### config.mk
export PLATFORM = sky130hd
export DESIGN_NAME = audio_rx
export DESIGN_NICKNAME = d
export VERILOG_FILES = /design/src/rtl/audio_rx_pkg.sv /design/src/rtl/audio_rx_sync_edge_det.sv /design/src/rtl/audio_rx.sv
export SDC_FILE = /design/constraint.sdc
export NUM_CORES = 1
export LEC_CHECK = 0
export ABC_AREA = 1
export CAP_MARGIN = 20
export CELL_PAD_IN_SITES_DETAIL_PLACEMENT = 0
export CELL_PAD_IN_SITES_GLOBAL_PLACEMENT = 1
export CORE_AREA = 2 2 149 151
export CTS_CLUSTER_SIZE = 30
export DETAILED_ROUTE_END_ITERATION = 16
export DIE_AREA = 0 0 151 153
export PLACE_DENSITY_LB_ADDON = 0.1
export SYNTH_ARGS = -nofsm -noshare
export SYNTH_HDL_FRONTEND = slang
export SYNTH_SLANG_ARGS = --single-unit
### constraint.sdc
create_clock -name clk -period 6.1 [get_ports clk]
set_clock_uncertainty 0.2 [all_clocks]
set_input_delay 1.525 -clock clk [delete_from_list [all_inputs] [get_ports clk]]
set_output_delay 1.525 -clock clk [all_outputs]
set_load 0.02 [all_outputs]
### src/rtl/audio_rx_pkg.sv
// Shared constants and types for the serial audio receive path.
//   AUDIO_LRC_LEFT : ws_lrc level that marks the left channel (same as audio_tx)
//   rx_state_e     : frame-tracking FSM states
package audio_rx_pkg;

    // LR clock level for the left channel; right channel is the inverse.
    localparam logic AUDIO_LRC_LEFT = 1'b1;

    // Stages in front of the edge detector (metastability flop + settled flop).
    localparam int unsigned SYNC_STAGES = 2;

    typedef enum logic [1:0] {
        ST_IDLE  = 2'd0,
        ST_LEFT  = 2'd1,
        ST_RIGHT = 2'd2
    } rx_state_e;

endpackage

### src/rtl/audio_rx_sync_edge_det.sv
// 2-FF synchroniser with registered rise/fall detection for one asynchronous
// 1-bit input.
//   clk  in  system clock
//   rst  in  asynchronous active-high reset
//   din  in  asynchronous input
//   rise out 1-clk pulse, synchronised input went 0 -> 1
//   fall out 1-clk pulse, synchronised input went 1 -> 0
// Pulses appear 3 clk after the pin edge (2 sync stages + edge register).
module audio_rx_sync_edge_det
    import audio_rx_pkg::*;
(
    input  logic clk,
    input  logic rst,
    input  logic din,
    output logic rise,
    output logic fall
);

    localparam int unsigned WARM_W = SYNC_STAGES + 1;

    logic              meta_q, meta_d;
    logic              d0_q, d0_d;
    logic              d1_q, d1_d;
    logic [WARM_W-1:0] warm_q, warm_d;
    logic              rise_q, rise_d;
    logic              fall_q, fall_d;

    // Edge detection is held off until d0 and d1 both carry real pin samples,
    // so a line already high at reset release is not mistaken for an edge.
    always_comb begin
        meta_d = din;
        d0_d   = meta_q;
        d1_d   = d0_q;
        warm_d = {warm_q[WARM_W-2:0], 1'b1};
        rise_d = warm_q[WARM_W-1] &  d0_q & ~d1_q;
        fall_d = warm_q[WARM_W-1] & ~d0_q &  d1_q;
    end

    always_ff @(posedge clk or posedge rst) begin
        if (rst) begin
            meta_q <= 1'b0;
            d0_q   <= 1'b0;
            d1_q   <= 1'b0;
            warm_q <= '0;
            rise_q <= 1'b0;
            fall_q <= 1'b0;
        end else begin
            meta_q <= meta_d;
            d0_q   <= d0_d;
            d1_q   <= d1_d;
            warm_q <= warm_d;
            rise_q <= rise_d;
            fall_q <= fall_d;
        end
    end

    assign rise = rise_q;
    assign fall = fall_q;

endmodule

### src/rtl/audio_rx.sv
// Serial audio receiver for the WM8731 ADC path (codec is bus master).
// Oversamples bclk, LRC and data in the clk domain, deserialises one left and
// one right word per LRC frame (MSB first, left-aligned) and presents the pair
// with a one-cycle valid strobe.
//   clk        in  system clock, >= 8x sck_bclk
//   rst        in  asynchronous active-high reset
//   sck_bclk   in  codec bit clock (asynchronous)
//   ws_lrc     in  LR clock, 1 = left, 0 = right
//   sdata      in  serial data, changes on bclk falling edge
//   left_data  out last complete left word
//   right_data out last complete right word
//   data_valid out 1-clk pulse, left_data/right_data updated as a pair
module audio_rx
    import audio_rx_pkg::*;
#(
    parameter int unsigned DATA_WIDTH = 32
) (
    input  logic                  clk,
    input  logic                  rst,
    input  logic                  sck_bclk,
    input  logic                  ws_lrc,
    input  logic                  sdata,
    output logic [DATA_WIDTH-1:0] left_data,
    output logic [DATA_WIDTH-1:0] right_data,
    output logic                  data_valid
);

    localparam int unsigned CNT_W = $clog2(DATA_WIDTH + 1);

    logic bclk_rise;
    logic lrc_rise;
    logic lrc_fall;
    logic left_start;
    logic right_start;

    // Serial data pipeline: 2 sync stages plus one flop to line up with the
    // registered bclk edge pulse.
    logic sd_meta_q, sd_meta_d;
    logic sd_d0_q,   sd_d0_d;
    logic sd_al_q,   sd_al_d;

    logic [DATA_WIDTH-1:0] shift_q, shift_d;
    logic [CNT_W-1:0]      bit_cnt_q, bit_cnt_d;
    logic [DATA_WIDTH-1:0] left_hold_q, left_hold_d;
    logic [DATA_WIDTH-1:0] left_data_q, left_data_d;
    logic [DATA_WIDTH-1:0] right_data_q, right_data_d;
    logic                  data_valid_q, data_valid_d;
    rx_state_e             state_q, state_d;

    audio_rx_sync_edge_det u_bclk_det (
        .clk  (clk),
        .rst  (rst),
        .din  (sck_bclk),
        .rise (bclk_rise),
        .fall ()
    );

    audio_rx_sync_edge_det u_lrc_det (
        .clk  (clk),
        .rst  (rst),
        .din  (ws_lrc),
        .rise (lrc_rise),
        .fall (lrc_fall)
    );

    // Map LRC edges onto channel starts using the shared polarity constant.
    assign left_start  = (AUDIO_LRC_LEFT == 1'b1) ? lrc_rise : lrc_fall;
    assign right_start = (AUDIO_LRC_LEFT == 1'b1) ? lrc_fall : lrc_rise;

    always_comb begin
        sd_meta_d = sdata;
        sd_d0_d   = sd_meta_q;
        sd_al_d   = sd_d0_q;
    end

    // Deserialiser: an LRC edge restarts the word; a bit sampled in the same
    // cycle lands as bit 0 of the new channel. Bits past DATA_WIDTH are dropped.
    always_comb begin
        shift_d   = shift_q;
        bit_cnt_d = bit_cnt_q;
        if (lrc_rise || lrc_fall) begin
            shift_d   = '0;
            bit_cnt_d = '0;
        end
        if (bclk_rise && (bit_cnt_d < CNT_W'(DATA_WIDTH))) begin
            for (int unsigned i = 0; i < DATA_WIDTH; i++) begin
                if (bit_cnt_d == CNT_W'(DATA_WIDTH - 1 - i)) begin
                    shift_d[i] = sd_al_q;
                end
            end
            bit_cnt_d = bit_cnt_d + CNT_W'(1);
        end
    end

    // Frame FSM. shift_q is read before this cycle's sample, so a bit taken on
    // the channel-change cycle never leaks into the finished word.
    always_comb begin
        state_d      = state_q;
        left_hold_d  = left_hold_q;
        left_data_d  = left_data_q;
        right_data_d = right_data_q;
        data_valid_d = 1'b0;
        case (state_q)
            ST_IDLE: begin
                if (left_start) begin
                    state_d = ST_LEFT;
                end
            end
            ST_LEFT: begin
                // A second left start (missed right start) just restarts the
                // left word; the deserialiser has already cleared it.
                if (right_start) begin
                    left_hold_d = shift_q;
                    state_d     = ST_RIGHT;
                end
            end
            ST_RIGHT: begin
                if (left_start) begin
                    left_data_d  = left_hold_q;
                    right_data_d = shift_q;
                    data_valid_d = 1'b1;
                    state_d      = ST_LEFT;
                end
            end
            default: begin
                state_d = ST_IDLE;
            end
        endcase
    end

    always_ff @(posedge clk or posedge rst) begin
        if (rst) begin
            sd_meta_q    <= 1'b0;
            sd_d0_q      <= 1'b0;
            sd_al_q      <= 1'b0;
            shift_q      <= '0;
            bit_cnt_q    <= '0;
            left_hold_q  <= '0;
            left_data_q  <= '0;
            right_data_q <= '0;
            data_valid_q <= 1'b0;
            state_q      <= ST_IDLE;
        end else begin
            sd_meta_q    <= sd_meta_d;
            sd_d0_q      <= sd_d0_d;
            sd_al_q      <= sd_al_d;
            shift_q      <= shift_d;
            bit_cnt_q    <= bit_cnt_d;
            left_hold_q  <= left_hold_d;
            left_data_q  <= left_data_d;
            right_data_q <= right_data_d;
            data_valid_q <= data_valid_d;
            state_q      <= state_d;
        end
    end

    assign left_data  = left_data_q;
    assign right_data = right_data_q;
    assign data_valid = data_valid_q;

endmodule

==> flow_metrics.tcl <==
set metrics [dict create \
    worstHoldStart "u_lrc_det.warm_q[0]" \
    yosysUniqueCellTypes 22 \
    post_route_cells_drive_above_1_share_pct 6.849 \
    via_count 4321 \
    nets 722 \
    grt_antenna_before_repair 0 \
    yosysWarningCount 0 \
    timing_max_transition_violations_final 0 \
    reg2regPathDepth 6 \
    tns_ns 0 \
    tightestPinTransition_ns 0.9114 \
    holdPathEnd "u_lrc_det.warm_q[1]" \
    clk_path_buf_depth 2 \
    grt_pass1_wl_mm 22.98 \
    die_area_um2 23100 \
    fraction_of_the_yosys_area_taken_by_sequential_cells_pct 64.22 \
    floorplan.rows 54 \
    synth_enable_flop_cells 0 \
    clk_transition_reported_paths_ns 0.06 \
    maxCapViolCount 0 \
    timing_hold_violations_final 0 \
    die-height_um 153 \
    type_of_the_worst_setup_path "reg2out" \
    holdPathStages 0 \
    gp_congestion 0.8158 \
    synth_area_um2 5923 \
    postSynthCellCount 653 \
    drt_iter0_drc 218 \
    power_density_nw_per_um2 298.4 \
    timing.fmax_mhz 317.7 \
    viasPerCell 4.278 \
    start_kind "flip-flop" \
    crit_path_max_fanout 2 \
    ys_async_sr_fraction_pct 100.0 \
    clock_sink_count 152 \
    clock_buffers_created_by_tritoncts 17 \
    setup.worst_path.end_class "primary output" \
    globalRouteTotalUtil_pct 12.73 \
    fillerInstances 2229 \
    r2r-start "state_q[0]" \
    grt_pass1_vias 4436 \
    antenna_left 0 \
    layout-area-overhead-vs-synth_pct 26.36 \
    p_leak_nw 3.467 \
    dominantRegCellSynth "dfrtp_1" \
    route.detailed.drc 0 \
    vdd_drop_max_mv 0.1707 \
    critPathBufInv 1 \
    synth.net_count 658 \
    worst_hold_path_type "reg2reg" \
    port_buffers 69 \
    run_status "finished, final reports clean" \
    cts-resized-gates 0 \
    synthesis.area_per_instance_um2 9.071 \
    rsz0062_at_grt "no" \
    setup.reg_to_reg.worst_slack_ns 3.34 \
    r2r-end "right_data[14]" \
    floorplan.initialDensity_pct 27.57 \
    timing.critical_path.slowest_stage_cell "clkdlybuf4s50_1" \
    timing.critical_path.arrival_ns 1.42 \
    clkLatencyLatePin_ns 0.42 \
    tritoncts "done" \
    post_cts.repair.setup_buffers 0 \
    die_w_um 151 \
    setup_violations 0 \
    timing.critical_path.required_ns 4.38 \
    ctsHoldBuffers 0 \
    worst_path_dominant_cell_family "buffers and inverters" \
    diodes 0 \
    dp.final_hpwl_mm 9.298 \
    drt_pre_antenna_iters 4 \
    cp_peak_stage_delay_ns 0.64 \
    crit_path_cell_trace "clkdlybuf4s50_1" \
    grt_overflow_total 0 \
    pin_count 70 \
    layout_worst_path_cycle_share_pct 51.60 \
    timing.final.crit_period_ns 3.148 \
    wl_per_cell_um 13.59 \
    clock_tree_root_buffer_cell "clkbuf_16" \
    htreeDepth 4 \
    design.core.area_um2 21490 \
    power.total_mw 2.233 \
    finalWirelength_mm 13.73 \
    flop_and_latch_count_out_of_synthesis 152 \
    grt_start_max_net_pins 100 \
    slew-limit-headroom_pct 39.24 \
]
[cell usage after synthesis (3+ instances only)]
library cell,count,area (um2)
nand2_2,3,18.77
o21ai_1,11,55.05
nor2_2,3,18.77
nand3_1,16,80.08
nor2_1,40,150.1
nand2_1,246,923.4
inv_2,3,11.26
o21ai_0,85,425.4
dfrtp_1,152,3804
buf_1,4,15.01
nor2_4,3,33.78
clkbuf_1,15,56.30
nand4_1,5,31.28
inv_1,48,180.2
buf_2,8,40.04
nor3_1,3,15.01
[cells by family (layout without fill, tap and decap cells)]
group | Yosys count | after routing | synth area share [%]
AND/OR/NAND/NOR | 320 | 320 | 21.61
flip-flops | 152 | 152 | 64.22
AO/OA/AOI/OAI | 98 | 98 | 8.323
buffers and inverters | 80 | 157 | 5.492
XOR/XNOR | 2 | 2 | 0.2958
other | 1 | 1 | 0.06331
[routing by layer]
metal | part of all wire (%) | global-route usage, % | vias to the layer above
met1 | 48 | 16.74 | 2069
li1 | - | - | 2179
met2 | 47 | 20.39 | 62
met3 | 3.0 | 3.403 | 11
met5 | 0 | 0 | -
met4 | 1.3 | 4.139 | 0
[flip-flops by register name, summed over array words and instances, names as in the netlist, 2 cells and up]
name              count
shift_q              32
right_data           32
bit_cnt_q             6
left_data            32
left_hold_q          32
u_lrc_det.warm_q      2
state_q               2
[stage by stage]
stage / setup WS (ns) / instance area [um2] / cells / util, % / hold slack (ns)
floorplan: 0.2819 / 5923 / 653 / - / 0.1312
global placement: 2.747 / 6878 / 978 / 32.01 / 0.1338
detailed placement: 2.724 / 6878 / 978 / 32.01 / 0.1347
CTS: 2.930 / 7485 / 1010 / 34.84 / 0.1491
global route: 2.892 / 7485 / 1010 / 34.84 / 0.1592
finish: 2.952 / 7485 / 1010 / 34.84 / 0.1470
[report_power, final]
| part | switching, mW | internal [mW] | leakage (nW) |
|---|---|---|---|
| registers | 0.0180 | 1.03 | 2.09 |
| clock network | 0.408 | 0.665 | 0.293 |
| logic | 0.0823 | 0.0282 | 1.08 |
| total | 0.508 | 1.73 | 3.47 |
[how the worst max path moves through the flow]
stage	startpoint	to	cells past startpoint	slack [ns]
final	left_data[22]	left_data[22]	1	2.95
after global routing	right_data[6]	right_data[6]	1	2.89
after global placement	rst	left_data[10]	3	2.75
after CTS	left_data[22]	left_data[22]	1	2.93
after detailed placement	rst	left_data[10]	3	2.72
after floorplan	rst	bit_cnt_q[0]	1	0.28
[cell type report]
type	count	area [um2]	share of cell area [%]
sequential	152	3804	50.82
multi-input combinational	421	1799	24.04
timing repair buffer	74	728.2	9.729
clock buffer	21	460.4	6.152
tap	280	350.3	4.681
inverter	51	196.4	2.625
clock inverter	11	146.4	1.956
[placed cells by master, fill, tap and decap left out, types with 5 or more instances in the layout]
cell / n
buf_4: 5
dfrtp_1: 152
nor2_1: 40
nand2_1: 246
inv_1: 47
nand4_1: 5
nand3_1: 15
clkbuf_16: 17
clkdlybuf4s50_1: 69
o21ai_1: 11
o21ai_0: 85
(Power assumes the default switching activity.)
